File: src/rtl/fifo_wr_arbiter.sv
// Round-robin arbiter sharing the async FIFO write port between NUM_REQ wclk-domain
// producers; enforces a maximum burst length and revokes grants from stalled owners.
module fifo_wr_arbiter #(
  parameter int unsigned NUM_REQ      = 4,
  parameter int unsigned DATA_WIDTH   = 8,
  parameter int unsigned MAX_BURST    = 16,
  parameter int unsigned IDLE_TIMEOUT = 8
) (
  input  logic                          wclk,
  input  logic                          rrst_n,
  input  logic [NUM_REQ-1:0]            req,
  input  logic [NUM_REQ-1:0]            req_last,
  input  logic [NUM_REQ*DATA_WIDTH-1:0] req_data,
  input  logic                          wfull,
  output logic [NUM_REQ-1:0]            gnt,
  output logic [NUM_REQ-1:0]            ack,
  output logic                          winc,
  output logic [DATA_WIDTH-1:0]         wdata,
  output logic                          busy,
  output logic                          abort
);

  localparam int unsigned OWN_W  = $clog2(NUM_REQ);
  localparam int unsigned CNT_W  = $clog2(MAX_BURST) + 1;
  localparam int unsigned IDLE_W = 8;

  typedef enum logic {
    S_IDLE  = 1'b0,
    S_BURST = 1'b1
  } state_e;

  state_e               state_q, state_d;
  logic [OWN_W-1:0]     owner_q, owner_d;
  logic [OWN_W-1:0]     last_owner_q, last_owner_d;
  logic [CNT_W-1:0]     beat_cnt_q, beat_cnt_d;
  logic [IDLE_W-1:0]    idle_cnt_q, idle_cnt_d;
  logic [NUM_REQ-1:0]   gnt_q, gnt_d;
  logic                 abort_q, abort_d;

  logic [DATA_WIDTH-1:0] beat [NUM_REQ];
  logic                  sel_found;
  logic [OWN_W-1:0]      sel_idx;
  logic                  accept;

  for (genvar g = 0; g < NUM_REQ; g++) begin : g_lane
    assign beat[g] = req_data[g*DATA_WIDTH +: DATA_WIDTH];
  end

  // First requester after the previous owner, wrapping around.
  always_comb begin
    sel_found = 1'b0;
    sel_idx   = '0;
    for (int unsigned k = 1; k <= NUM_REQ; k++) begin
      if (!sel_found && req[OWN_W'((32'(last_owner_q) + k) % NUM_REQ)]) begin
        sel_found = 1'b1;
        sel_idx   = OWN_W'((32'(last_owner_q) + k) % NUM_REQ);
      end
    end
  end

  always_ff @(posedge wclk or negedge rrst_n) begin
    if (!rrst_n) begin
      state_q      <= S_IDLE;
      owner_q      <= '0;
      last_owner_q <= OWN_W'(NUM_REQ - 1);
      beat_cnt_q   <= '0;
      idle_cnt_q   <= '0;
      gnt_q        <= '0;
      abort_q      <= 1'b0;
    end else begin
      state_q      <= state_d;
      owner_q      <= owner_d;
      last_owner_q <= last_owner_d;
      beat_cnt_q   <= beat_cnt_d;
      idle_cnt_q   <= idle_cnt_d;
      gnt_q        <= gnt_d;
      abort_q      <= abort_d;
    end
  end

  always_comb begin
    state_d      = state_q;
    owner_d      = owner_q;
    last_owner_d = last_owner_q;
    beat_cnt_d   = beat_cnt_q;
    idle_cnt_d   = idle_cnt_q;
    gnt_d        = gnt_q;
    abort_d      = 1'b0;
    accept       = 1'b0;
    winc         = 1'b0;
    wdata        = '0;
    ack          = '0;

    case (state_q)
      S_IDLE: begin
        if (sel_found) begin
          state_d    = S_BURST;
          owner_d    = sel_idx;
          gnt_d      = NUM_REQ'(1) << sel_idx;
          beat_cnt_d = '0;
          idle_cnt_d = '0;
        end
      end
      S_BURST: begin
        accept       = req[owner_q] & ~wfull;
        winc         = accept;
        wdata        = beat[owner_q];
        ack[owner_q] = accept;
        if (accept) begin
          beat_cnt_d = beat_cnt_q + CNT_W'(1);
          idle_cnt_d = '0;
          // Last beat or burst cap reached: hand the port to the next requester.
          if (req_last[owner_q] || (beat_cnt_q == CNT_W'(MAX_BURST - 1))) begin
            state_d      = S_IDLE;
            last_owner_d = owner_q;
            gnt_d        = '0;
          end
        end else if (!req[owner_q]) begin
          if (idle_cnt_q == IDLE_W'(IDLE_TIMEOUT - 1)) begin
            state_d      = S_IDLE;
            last_owner_d = owner_q;
            gnt_d        = '0;
            abort_d      = 1'b1;
          end else begin
            idle_cnt_d = idle_cnt_q + IDLE_W'(1);
          end
        end
      end
      default: state_d = S_IDLE;
    endcase
  end

  assign gnt   = gnt_q;
  assign abort = abort_q;
  assign busy  = (state_q == S_BURST);

endmodule

File: config.mk
export PLATFORM = sky130hd
export DESIGN_NAME = fifo_wr_arbiter
export DESIGN_NICKNAME = d
export VERILOG_FILES = /design/src/rtl/fifo_wr_arbiter.sv
export SDC_FILE = /design/constraint.sdc
export NUM_CORES = 1
export LEC_CHECK = 0
export ABC_AREA = 0
export CAP_MARGIN = 40
export CORE_MARGIN = 2
export CORE_UTILIZATION = 50
export DETAILED_ROUTE_END_ITERATION = 12
export DONT_BUFFER_PORTS = 1
export PLACE_DENSITY = 0.71
export SLEW_MARGIN = 20
export SYNTH_ARGS = -nofsm -noshare
export SYNTH_HDL_FRONTEND = slang
export SYNTH_SLANG_ARGS = --single-unit
File: constraint.sdc
create_clock -name wclk -period 3 [get_ports wclk]
set_input_delay 0.15 -clock wclk [delete_from_list [all_inputs] [get_ports wclk]]
set_output_delay 0.15 -clock wclk [all_outputs]
set_load 0.03 [all_outputs]
==> impl_metrics.toml <==
[floorplanning]
die_area_um2 = 3680
initial_standard_cell_utilization_of_the_core_pct = 52.6
die-width_um = 60.7
std_cell_rows = 20
die_height_um = 60.7
core_region_area_um2 = 3050
io_pins = 62

[synth]
yosys_most_used_dff = "sky130_fd_sc_hd__dfrtp_1"
synth_top_area_share_pct = 32.7
asyncSetResetFlopFracSynth_pct = 100
synth.area.top_cells = "sky130_fd_sc_hd__dfrtp_1 (33%), sky130_fd_sc_hd__mux4_2 (13%), sky130_fd_sc_hd__mux2i_1 (3.7%)"
synth_area_leader_cell = "sky130_fd_sc_hd__dfrtp_1"
post_synth.cell_area_avg_um2 = 9.86
synth_top_cells_by_count = "sky130_fd_sc_hd__dfrtp_1 (21), sky130_fd_sc_hd__nand2_1 (15), sky130_fd_sc_hd__nor2_1 (15), sky130_fd_sc_hd__inv_1 (10), sky130_fd_sc_hd__mux4_2 (9)"
ys_warn_count = 0
yosysUniqueCellTypes = 44
post_synth_instance_area_um2 = 1610
synth_seq_area_share_pct = 36.0
post-synth-top-count-cell = "sky130_fd_sc_hd__dfrtp_1"
synth_edf_count = 0
synthCells = 163
syn_nets = 209
synth_seq_cells = 23

[place]
dp.final_hpwl_mm = 2.71
place_worst_setup_slack_ns = 0.708
numPlacedInstances = 205
port_buffers = 0
gp_weighted_congestion = 0.896

[sta]
clock_skew_ns = 0.00406
final_critical_path_setup_slack_ns = 0.307
max_clock_freq_mhz = 371
timing.final.hold_violations = 0
report.final.slew_viol_count = 0
unrepaired_setup_endpoints_after_global_routing = "no"
setup_tns_ns = 0
period_needed_ns = 2.69
max-slew-margin-rel_pct = 50.4
final_min_period_over_clock_period_pct = 89.8
tightestPinTransition_ns = 0.744
setup_viol = 0

[critical_path]
worst-path-buf-inv = 1
critical_path_peak_fanout = 13
setup.worst_path.class = "register to output port"
required_arrival_time_at_the_worst_endpoint_ns = 2.85
max_stage_delay_ns = 0.54
setup.worst_path.end_class = "output port"
cp_data_arrival_time_ns = 2.54
critical_path.startpoint_type = "register"
cp_cell_sequence = "or2_2 > o22a_2 > nand2b_1 > inv_1 > and3_1"
crit_path_top_delay_cell = "sky130_fd_sc_hd__dfrtp_1"
critPathTopFamily = "simple AND/OR/NAND/NOR gates"

[job]
timing.max_cap.violations = 0

[cells_and_area]
final_layout_size_suffix_gt1_share_pct = 18.6
filler_cell_count = 280
antenna_cells_inserted = 0
final-seq-area_um2 = 578
layout-area-overhead-vs-synth_pct = 4.91
fin_cells = 211
final_net_count = 214
multi_input_comb_area_um2 = 932

[global_route]
first_global_vias = 1230
grt_first_pass_wirelength_mm = 5.50
grt_start_max_net_pins = 24
antenna_found_initial = 0
grt_use_total_pct = 20.4
global_route.overflow_total = 0

[cts]
cts_made_buffers = 3
worst_skew_pair.late_latency_ns = 0.32
cts-root-buf = "sky130_fd_sc_hd__clkbuf_4"
clk_transition_reported_paths_ns = 0.13
cts_tree = "built"
ctsLongestPathBuffers = 2
cts_resized = 0
cts_max_level = 1
numClockSinks = 23

[detailed_routing]
detail-route-antenna-nets = 0
detail_route.wl_per_cell_um = 16.5
wirelength_mm = 3.48
detail_route.drc_violations = 0
detail_route.vias_per_cell = 5.90
via_count = 1244
detail_route.first_pass.iterations = 4
drt_first_iter_violations = 38

[power]
power_leakage_nw = 0.750
power.density_nw_per_um2 = 944
ir_drop_uv = 550

[outcome]
run_status = "completed"

[min_path]
min-delay-path-class = "input port to register"
where the power goes:
| group | total (mW) | switching, mW | internal (mW) |
|---|---|---|---|
| sequential | 0.574 | 0.172 | 0.402 |
| combinational | 0.866 | 0.514 | 0.352 |
| clock | 0.150 | 0.0988 | 0.0510 |
area by class of cell:
cell class                      instances  area share [%]
Clock buffer                            3            1.34
Timing Repair Buffer                    7            3.12
Sequential cell                        23            34.3
Tap cell                               44            3.27
Multi-Input combinational cell        123            55.3
Clock inverter                          1           0.445
Inverter                               10            2.23
final timing paths:
kind	startpoint	to	slack [ns]	depth (start not counted)
min in group asynchronous	rrst_n	owner_q[0]$_DFFE_PN0P_	0.30	2
max in group asynchronous	rrst_n	last_owner_q[0]$_DFFE_PN1P_	2.34	2
hold / removal	req[2]	owner_q[0]$_DFFE_PN0P_	0.18	3
setup reg to reg	owner_q[0]$_DFFE_PN0P_	beat_cnt_q[3]$_DFFE_PN0P_	0.72	6
setup / recovery	owner_q[0]$_DFFE_PN0P_	ack[3]	0.31	5
hold reg to reg	beat_cnt_q[4]$_DFFE_PN0P_	beat_cnt_q[4]$_DFFE_PN0P_	0.53	2
flip-flops by register name (all words and copies together), names as in the netlist:
signal,cells
gnt,4
idle_cnt_q,8
last_owner_q,2
busy,1
owner_q,2
abort,1
beat_cnt_q,5
tightest hold or removal path: cells and delay by family:
family	cells	cell delay, ns
AO/OA/AOI/OAI	2	0.29
buffers and inverters	1	0.03
metal layers:
metal / part of all wire [%] / vias up / track usage [%]
li1: - / 594 / -
met1: 43 / 585 / 26.0
met2: 48 / 61 / 34.7
met3: 8.3 / 4 / 4.90
met4: 0.98 / 0 / 5.59
met5: 0 / - / 0
what timing repair did:
item / 4_1_cts / 5_1_grt
hold buffers: 1 / 1
hold endpoints to repair: 23 / 21
buffers inserted: 0 / 0
stage by stage:
step                      cell area, um2  util, %  hold slack (ns)  power, mW
after floorplan                     1610        -           -0.146       1.32
after global placement              1640     53.7           -0.145       1.42
after detailed placement            1640     53.7           -0.145       1.44
after CTS                           1680     55.0            0.174       1.60
after global routing                1690     55.2            0.221       1.72
final                               1690     55.2            0.177       1.59
cells in the final DEF, fill, tap and decap left out, drive strengths merged, types with 2 or more instances in the layout:
cell type / instances
or4: 2
nor3: 2
xor2: 3
nor2b: 3
a21o: 2
ha: 3
mux4: 9
nand2b: 3
nand4: 2
dfrtp: 21
nor2: 15
mux2: 2
o21ai: 11
nand3: 5
buf: 6
nor3b: 3
o22ai: 4
and2: 9
mux2i: 6
a22o: 2
dfstp: 2
a21oi: 3
or3b: 2
nand2: 15
inv: 10
clkbuf: 3
and3: 4
cell families after synthesis:
| logic type | after synthesis | synth area share, % |
|---|---|---|
| and+or+nand+nor | 68 | 22.3 |
| AOI/OAI and AO/OA | 31 | 13.5 |
| DFF | 23 | 36.0 |
| buffers and inverters | 17 | 6.00 |
| muxes | 17 | 17.8 |
| xor gates and xnor gates | 4 | 2.18 |
| adders and majority gates | 3 | 2.34 |
(Power assumes the default switching activity.)
